<file path="config.mk">
export PLATFORM = sky130hd
export DESIGN_NAME = alu_iter
export DESIGN_NICKNAME = d
export VERILOG_FILES = /design/src/rtl/alu_iter.sv
export SDC_FILE = /design/constraint.sdc
export NUM_CORES = 2
export LEC_CHECK = 0
export CAP_MARGIN = 0
export CORE_ASPECT_RATIO = 1.5
export CORE_MARGIN = 3
export CORE_UTILIZATION = 55
export DETAILED_ROUTE_END_ITERATION = 6
export PLACE_DENSITY_LB_ADDON = 0.2
export RECOVER_POWER = 25
export SETUP_SLACK_MARGIN = 0.4
export SLEW_MARGIN = 20
export SYNTH_ARGS = -nofsm -noshare
export SYNTH_HDL_FRONTEND = slang
export SYNTH_SLANG_ARGS = --single-unit
</file>
<file path="constraint.sdc">
create_clock -name clk -period 21.5 [get_ports clk]
set_input_delay 2.15 -clock clk [delete_from_list [all_inputs] [get_ports clk]]
set_output_delay 2.15 -clock clk [all_outputs]
set_load 0.005 [all_outputs]
</file>
<file path="src/rtl/alu_iter.sv">
// Integer ALU: registered single-cycle ops (add/logic/compare/min-max/shift-add/pc-add)
// plus an iterative carry-less multiplier with ready handshake and per-slot kill.
module alu_iter #(
  parameter int RV         = 64,
  parameter int VA_SZ      = 48,
  parameter int NCOMMIT    = 32,
  parameter int LNCOMMIT   = 5,
  parameter int CNTRL_SIZE = 7,
  parameter int CL_STEP    = 8
) (
  input  logic                  clk,
  input  logic                  reset,
  input  logic                  enable,
  output logic                  ready,
  input  logic [CNTRL_SIZE-1:0] control,
  input  logic [LNCOMMIT-1:0]   rd,
  input  logic                  makes_rd,
  input  logic                  needs_rs2,
  input  logic [RV-1:0]         r1,
  input  logic [RV-1:0]         r2,
  input  logic [31:0]           immed,
  input  logic [VA_SZ-2:0]      pc,
  input  logic                  rv32,
  input  logic [NCOMMIT-1:0]    commit_kill,
  output logic [RV-1:0]         result,
  output logic [LNCOMMIT-1:0]   res_rd,
  output logic                  res_makes_rd
);

  typedef enum logic [1:0] {StIdle, StRun, StDone} state_e;

  localparam logic [RV-1:0] LoMask = RV'({32{1'b1}});

  function automatic logic [RV-1:0] sext32(input logic [RV-1:0] x);
    logic [RV-1:0] y;
    y = x;
    for (int i = 32; i < RV; i++) y[i] = x[31];
    return y;
  endfunction

  // Single-cycle datapath
  logic [3:0]          op;
  logic                word, narrow, inv_b, lt_s, lt_u, lt;
  logic [RV-1:0]       imm_ext, b_raw, b_op, cin_v, a_s, b_s, a_u, b_u, shadd_a, pc_ext;
  logic [RV-1:0]       alu_raw, alu_res;
  logic [RV+VA_SZ-1:0] pc_big;

  always_comb begin
    op      = {control[5], control[2:0]};
    word    = control[4];
    narrow  = rv32 | word;
    // control[3] selects unsigned for compares, so inversion only applies to arithmetic/logic
    inv_b   = control[3] & ~(((op >= 4'd4) && (op <= 4'd7)) || (op == 4'd13));
    imm_ext = sext32(RV'(immed));
    b_raw   = needs_rs2 ? r2 : imm_ext;
    b_op    = inv_b ? ~b_raw : b_raw;
    cin_v   = RV'(inv_b);
    a_s     = narrow ? sext32(r1) : r1;
    b_s     = narrow ? sext32(b_raw) : b_raw;
    a_u     = narrow ? (r1 & LoMask) : r1;
    b_u     = narrow ? (b_raw & LoMask) : b_raw;
    lt_s    = $signed(a_s) < $signed(b_s);
    lt_u    = a_u < b_u;
    lt      = control[3] ? lt_u : lt_s;
    shadd_a = word ? (r1 & LoMask) : r1;
    pc_big  = {{RV{pc[VA_SZ-2]}}, pc, 1'b0};
    pc_ext  = pc_big[RV-1:0];
    alu_raw = '0;
    case (op)
      4'd0:                alu_raw = r1 + b_op + cin_v;
      4'd1:                alu_raw = r1 ^ b_op;
      4'd2:                alu_raw = r1 & b_op;
      4'd3:                alu_raw = r1 | b_op;
      4'd4:                alu_raw = RV'(lt_s);
      4'd5:                alu_raw = RV'(lt_u);
      4'd6:                alu_raw = lt ? r1 : b_raw;
      4'd7:                alu_raw = lt ? b_raw : r1;
      4'd8:                alu_raw = pc_ext + b_op + cin_v;
      4'd9, 4'd10, 4'd11:  alu_raw = (shadd_a << op[1:0]) + b_op + cin_v;
      4'd12:               alu_raw = (r1 + b_op + cin_v) & LoMask;
      default:             alu_raw = '0;
    endcase
    alu_res = (rv32 | (word & (op != 4'd12))) ? sext32(alu_raw) : alu_raw;
  end

  // Clmul and output state
  state_e              state_q, state_d;
  logic [7:0]          cnt_q, cnt_d, sh;
  logic [2*RV-1:0]     acc_q, acc_d, a_q, a_d, partial, sel;
  logic [RV-1:0]       b_q, b_d, cl_res;
  logic [LNCOMMIT-1:0] rd_q, rd_d, p_rd_q, p_rd_d, res_rd_q, res_rd_d;
  logic                mk_q, mk_d, r32_q, r32_d, p_valid_q, p_valid_d, p_mk_q, p_mk_d;
  logic                res_mk_q, res_mk_d;
  logic [1:0]          var_q, var_d;
  logic [RV-1:0]       p_res_q, p_res_d, result_q, result_d;
  logic                unused_bits;

  assign unused_bits = ^{control[CNTRL_SIZE-1:6], pc_big[RV+VA_SZ-1:RV], sel[2*RV-1:RV]};

  always_comb begin
    partial = '0;
    for (int i = 0; i < CL_STEP; i++) begin
      if (b_q[i]) partial = partial ^ (a_q << i);
    end
    case (var_q)
      2'd1:    sh = r32_q ? 8'd32 : 8'(RV);
      2'd2:    sh = r32_q ? 8'd31 : 8'(RV - 1);
      default: sh = 8'd0;
    endcase
    sel    = acc_q >> sh;
    cl_res = (var_q == 2'd3) ? '0 : (r32_q ? sext32(sel[RV-1:0]) : sel[RV-1:0]);
  end

  always_comb begin
    state_d   = state_q;
    cnt_d     = cnt_q;
    acc_d     = acc_q;
    a_d       = a_q;
    b_d       = b_q;
    rd_d      = rd_q;
    mk_d      = mk_q;
    var_d     = var_q;
    r32_d     = r32_q;
    p_valid_d = 1'b0;
    p_res_d   = p_res_q;
    p_rd_d    = p_rd_q;
    p_mk_d    = 1'b0;
    result_d  = result_q;
    res_rd_d  = res_rd_q;
    res_mk_d  = 1'b0;
    // Pipe stage and DONE can never be live together: pipe fills only from IDLE.
    if (p_valid_q) begin
      result_d = p_res_q;
      res_rd_d = p_rd_q;
      res_mk_d = p_mk_q;
    end
    case (state_q)
      StIdle: begin
        if (enable) begin
          if (op == 4'd13) begin
            if (!commit_kill[rd]) begin
              state_d = StRun;
              cnt_d   = rv32 ? 8'(32 / CL_STEP) : 8'(RV / CL_STEP);
              acc_d   = '0;
              a_d     = {{RV{1'b0}}, (rv32 ? (r1 & LoMask) : r1)};
              b_d     = rv32 ? (b_raw & LoMask) : b_raw;
              rd_d    = rd;
              mk_d    = makes_rd;
              var_d   = immed[1:0];
              r32_d   = rv32;
            end
          end else begin
            p_valid_d = 1'b1;
            p_res_d   = alu_res;
            p_rd_d    = rd;
            p_mk_d    = makes_rd & ~commit_kill[rd];
          end
        end
      end
      StRun: begin
        if (commit_kill[rd_q]) begin
          state_d = StIdle;
        end else begin
          acc_d = acc_q ^ partial;
          a_d   = a_q << CL_STEP;
          b_d   = b_q >> CL_STEP;
          cnt_d = cnt_q - 8'd1;
          if (cnt_q == 8'd1) state_d = StDone;
        end
      end
      StDone: begin
        state_d = StIdle;
        if (!commit_kill[rd_q]) begin
          result_d = cl_res;
          res_rd_d = rd_q;
          res_mk_d = mk_q;
        end
      end
      default: state_d = StIdle;
    endcase
  end

  always_ff @(posedge clk or posedge reset) begin
    if (reset) begin
      state_q   <= StIdle;
      cnt_q     <= '0;
      acc_q     <= '0;
      a_q       <= '0;
      b_q       <= '0;
      rd_q      <= '0;
      mk_q      <= 1'b0;
      var_q     <= '0;
      r32_q     <= 1'b0;
      p_valid_q <= 1'b0;
      p_res_q   <= '0;
      p_rd_q    <= '0;
      p_mk_q    <= 1'b0;
      result_q  <= '0;
      res_rd_q  <= '0;
      res_mk_q  <= 1'b0;
    end else begin
      state_q   <= state_d;
      cnt_q     <= cnt_d;
      acc_q     <= acc_d;
      a_q       <= a_d;
      b_q       <= b_d;
      rd_q      <= rd_d;
      mk_q      <= mk_d;
      var_q     <= var_d;
      r32_q     <= r32_d;
      p_valid_q <= p_valid_d;
      p_res_q   <= p_res_d;
      p_rd_q    <= p_rd_d;
      p_mk_q    <= p_mk_d;
      result_q  <= result_d;
      res_rd_q  <= res_rd_d;
      res_mk_q  <= res_mk_d;
    end
  end

  assign ready        = (state_q == StIdle);
  assign result       = result_q;
  assign res_rd       = res_rd_q;
  assign res_makes_rd = res_mk_q;

endmodule
</file>
# ---- Yosys cells after proc, flatten, opt, wreduce, memory -nomap -nowiden
# Cells that the tools add are included.
dict set report word_totals {
  input_bits 257
  regBits 480
  output_inout_bits 71
  word_cells 159
}
dict set report classes {
  bitwise 20
  n_mux 73
  n_lt_le_gt_ge 6
  add_sub_neg 7
  shifts 2
  eq_ne 25
  reduce_logical 10
}
# operator count
set ops {}
lappend ops {{$mux 128} 16}
lappend ops {{$mux 64} 21}
lappend ops {{$xor 128x128->128} 8}
lappend ops {{$pmux 64 s11} 1}
lappend ops {{$pmux 128 s2} 2}
lappend ops {{$add 64x1->64} 3}
lappend ops {{$add 64x64->64} 3}
lappend ops {{$lt 64x64->1} 2}
lappend ops {{$pmux 64 s2} 1}
lappend ops {{$shr 128x8->64} 1}
lappend ops {{$and 64x64->64} 1}
lappend ops {{$not 64->64} 1}
lappend ops {{$or 64x64->64} 1}
lappend ops {{$shl 64x2->64} 1}
lappend ops {{$xor 64x64->64} 1}
lappend ops {{$mux 8} 4}
lappend ops {{$eq 4x4->1 const B} 6}
lappend ops {{$eq 4x3->1 const B} 4}
lappend ops {{$pmux 8 s2} 1}
lappend ops {{$mux 5} 3}
lappend ops {{$pmux 7 s2} 1}
lappend ops {{$lt 5x6->1 const B} 2}
lappend ops {{$mux 1} 12}
lappend ops {{$bmux 1 s5} 2}
lappend ops {{other kinds (29)} 45}

# ---- Longest topological paths before layout
dict set report depth {
  ltp_word 18
  ltp_mapped 23
}

# ---- Worst setup path after synthesis
# Ideal clock, no wire load.
dict set report synth_timing {
  path_kind {input to register}
  startpoint {input port control[0]}
  endpoint {register p_res_q[58]}
  required_time_ns 21.401
  path_stages 19
  arrival_time_ns 7.108
  setup_slack_ns 14.293
  path_cell_list {buf_2 > clkbuf_1 > clkbuf_1 > buf_1 > mux4_2 > ha_1 > clkbuf_1 > a211oi_1 > o21ai_0 > nor4b_1 > nor3_1 > a22o_1 > o31ai_1 > nor2_1 > o21bai_4 > a21bo_2 > xor2_1 > a22oi_1 > a311oi_1}
}
dict set report synth_via {
  elab_chain_len 10
  word_cells_on_any_way 39
  classes_between {add/sub: 6; order compare: 2; eq/ne: 14; shift: 1; mux: 3; bitwise: 8; reduce/logical: 5}
}
# element line
set synth_lines {}
lappend synth_lines {{from (decl)} 15} ;# input logic [CNTRL_SIZE-1:0] control,
lappend synth_lines {{$ge 4x3->1 or $le 4x3->1 (tied branches)} 53} ;# inv_b = control[3] & ~(((op >= 4'd4) && (op <= 4'd7)) || (op == 4'd13));
lappend synth_lines {{$logic_and 1x1->1} 53}
lappend synth_lines {{$logic_or 1x1->1} 53}
lappend synth_lines {{$not 1->1} 53}
lappend synth_lines {{$and 1x1->1} 53}
lappend synth_lines {{$mux 64} 56} ;# b_op = inv_b ? ~b_raw : b_raw;
lappend synth_lines {{$add 64x64->64 (on tied branches)} {79, 78, 80}}
lappend synth_lines {{$add 64x1->64 (on tied branches)} {79, 78, 80}}
lappend synth_lines {{$pmux 64 s11} 69} ;# case (op)
lappend synth_lines {{$mux 64} 83} ;# alu_res = (rv32 | (word & (op != 4'd12))) ? sext32(alu_raw) : alu_raw;
lappend synth_lines {{to (signal assigned)} 212} ;# p_res_q <= p_res_d;
lappend synth_lines {{to (decl)} 95} ;# logic [RV-1:0] p_res_q, p_res_d, result_q, result_d;
# Several ways; a longest one is shown, not always the timed one.
# A chain may end at the register's enable or synchronous reset.

# ---- Final worst setup path
dict set report layout_timing {
  startpoint {input port needs_rs2}
  endpoint {register p_res_q[50]}
}
dict set report layout_via {
  elab_chain_len 7
  word_cells_on_any_way 21
  classes_between {add/sub: 6; order compare: 2; mux: 9; bitwise: 4}
}
# element line
set layout_lines {}
lappend layout_lines {{from (decl)} 18} ;# input logic needs_rs2,
lappend layout_lines {{$mux 64 (*)} 55} ;# b_raw = needs_rs2 ? r2 : imm_ext;
lappend layout_lines {{$not 64->64 (tied with other cells)} 56}
lappend layout_lines {{$mux 64 (tied with other cells)} 56}
lappend layout_lines {{$add 64x64->64 (tied with other cells)} 79} ;# 4'd9, 4'd10, 4'd11: alu_raw = (shadd_a << op[1:0]) + b_op + cin_v;
lappend layout_lines {{$add 64x1->64 (tied with other cells)} 79}
lappend layout_lines {{$pmux 64 s11 (*)} 69}
lappend layout_lines {{$mux 64 (*)} 83}
# Every way passes the cells marked *; elsewhere a longest branch is shown, timed or not.

==> metrics <==
run status=complete, but fails checks; failing checks=DRC, capacitance limit, slew limit; Pre-antenna DRT Iters=7; clk root buf=clkbuf_16; placed insts=9,001; initial antenna violation count=11; Crit path buffers/inverters=3; number of global-route vias before repair=57.5k; Worst Reg-to-Reg Cells=12; Top cell by count, worst path=buf_4; WP depth=18; clk buf depth=3; Initial Util=55.6%; I/O pins=328; Syn Nets=8,459; Rows=145; Die Ht=404 um; fmax=0.107 GHz; synth unique cells=102; HP Class=flip-flop to flip-flop; sequential power share=about 30%; crit path launch type=input port; via/cell ratio=approximately 6.7; Setup TNS Final=0 ps; worst-skew pair later-pin latency=680 ps; CP max FO=66; synthesis warning total=0; setup violators final=0; critical path type=input port to flip-flop; Post-CTS Setup Bufs=0; Fin. Hold Viols=0; Core Box Area=105,000 sq um; Mapped Area=58,100 sq um; Post-synth EDFFs=0; WP data required=22,050 ps; Clk pin slew, worst setup/hold paths=70 ps; # Max-Cap Violations=4; Tmin final=9330 ps; synth top area cells=dfrtp_1 21%, xnor2_1 12%, nand2_1 11%, ha_1 7.7%, o21ai_0 5.9%; leading area contributor after synthesis=dfrtp_1; final slew viol count=290; Final Instance Area=63,400 sq um; Total Wirelength=256 mm; Overall Power=7.18 mW; Top delay family on crit path=compound AO/OA/AOI/OAI gates; worst path cell trace=buf_4, buf_4, buf_4, mux2i_1, xnor2_1, ha_1, a21o_1, o21bai_1, a2111oi_0, nor2_1, a221oi_1, o22ai_1, a31oi_1, nor2b_1, o21ai_0, xnor2_1, a211o_1, o221a_1; slew margin rel.=-274%; post-CTS resize count=0; pwr dens=approximately 110 nW/um^2; sw power=3.67 mW; dpl cell area=61,500 sq um; Comb pwr share=55.8%; crit path DAT=9890 ps; Worst-Margin Slew=5580 ps; Async SR Flop Fraction=100%; syn_area_per_cell=7.41 sq um; first-pass GRT wire length=374 mm; sequential area share after synthesis=20.7%; routability congestion estimate=around 1.1; DRT iter0 DRCs=approximately 7.6k; Net Sw Frac=51.1%; Leak=about 25 nW; Final ANT Viol Nets=0; largest net degree at the start of global routing=155; Residual DRC=1; Commonest cells post-synth=1,723 x nand2_1, 773 x xnor2_1, 682 x o21ai_0; Core Util, Final=60.7%; top-area cell type share of the netlist area=20.7%; H-tree depth=2; CP peak stage delay=just over 1000 ps; Hold Buf Count CTS=0; clk_skew=31.7 ps; HPWL Detailed=191 mm; nets@finish=roughly 8.3k; via count=60.6k; CTS buffer count=53; internal power=between 3 and 4 mW; Seq cells post-synth=480; synth-to-layout area growth=9.20%; Layout Cells excl Fill=9,110; final worst-path cycle share=43.4%; RSZ-0062 raised after global routing=false; Die ar.=110,000 sq um; synthesized instance count=7,844; Remaining Overflow, GRT=0; Critical Path Slowest Stage Cell=nor2b_1; layout cells sized above 1=5.53%; VDD IR max=about 0.12 mV; clock share of power=14.3%; top-count cell post-synth=nand2_1; Hold Path Depth=2; Die W=271 um; CTS tree=yes; clock sink total=480; GRT Total Usage=45.1%; Synth Flop Type=dfrtp_1; Critical Path End Type=flip-flop; routed len/inst=28.1 um; port buffer count=326
## final timing paths
| path | start | end | slack, ps |
|---|---|---|---|
| max | needs_rs2 | p_res_q[50] | 12170 |
| max in group asynchronous | reset | b_q[6] | 12440 |
| min reg2reg | b_q[23] | b_q[23] | 470 |
| max reg2reg | state_q[1] | p_res_q[52] | 14810 |
| min in group asynchronous | reset | a_q[126] | 3640 |
| min | b_q[23] | b_q[23] | 470 |
## placed cells by master (no fill, tap or decap), drive strengths merged, types with 200 or more instances in the layout
master / netlist / layout
xor2: 313 / 313
xnor2: 774 / 774
o21ai: 691 / 691
dfrtp: 480 / 480
clkdlybuf4s50: 0 / 278
ha: 357 / 357
nand2: 1723 / 1723
a21oi: 584 / 584
inv: 199 / 200
nor2: 332 / 332
## metrics by stage
step	hold slack [ps]	worst slack [ps]
after detailed placement	466	11750
after floorplan	445	5960
after global placement	456	11810
after CTS	479	12410
after global routing	499	11260
final	475	12170
## final cells by class
type                       instances  area [sq um]
antenna                            8          20.0
clock buffer                      69          1450
clock inverter                    29           433
fill                            9621         41100
inverter                         201           759
multi-input combinational       6502         42900
sequential                       480         12000
tap                             1396          1750
timing repair buffer             425          4050
## power by group through the flow
stage               Combinational [mW]  Clock (mW)  Sequential (mW)
CTS                               3.93        1.03             2.08
global route                      4.32        1.06             2.16
detailed placement                3.91           0             2.09
floorplan                         3.21           0             1.41
finish                            4.01        1.03             2.14
global placement                  3.83           0             2.08
## sequential cells by signal, indices dropped and copies added, names as in the netlist
name and flops:
state_q 2, var_q 2, mk_q 1, res_makes_rd 1, res_rd 5, acc_q 128, p_mk_q 1, result 64
rd_q 5, p_res_q 64, b_q 64, cnt_q 8, p_valid_q 1, r32_q 1, a_q 128, p_rd_q 5
## logic make-up after synthesis
family / Yosys count / share of synthesized area (%)
AOI/OAI and AO/OA: 2034 / 21.4
muxes: 275 / 7.47
adders and majority gates: 361 / 7.78
and+or+nand+nor: 2743 / 20.6
DFF: 480 / 20.7
buffers and inverters: 862 / 5.66
xor gates and xnor gates: 1089 / 16.5
## per-layer routing
layer | vias to the layer above | share of wire (%) | track usage [%]
met5 | - | 0.0043 | 0
met4 | 2 | 9.7 | 34.5
met3 | 868 | 9.9 | 9.22
met2 | 3685 | 45 | 71.9
met1 | 29250 | 36 | 53.2
li1 | 26816 | - | -
## worst reg2reg max path: stages, from the launching register on
cell	delay, ps
dfrtp_1	440
nor2_1	690
and2_1	240
o21ai_0	110
clkinv_1	60
clkbuf_1	2210
nand4_1	260
a2111oi_1	550
o211a_1	210
nand4_1	340
and2_4	440
nor2_4	830
a311oi_1	130
No activity file was read; power rests on OpenSTA's default activity.
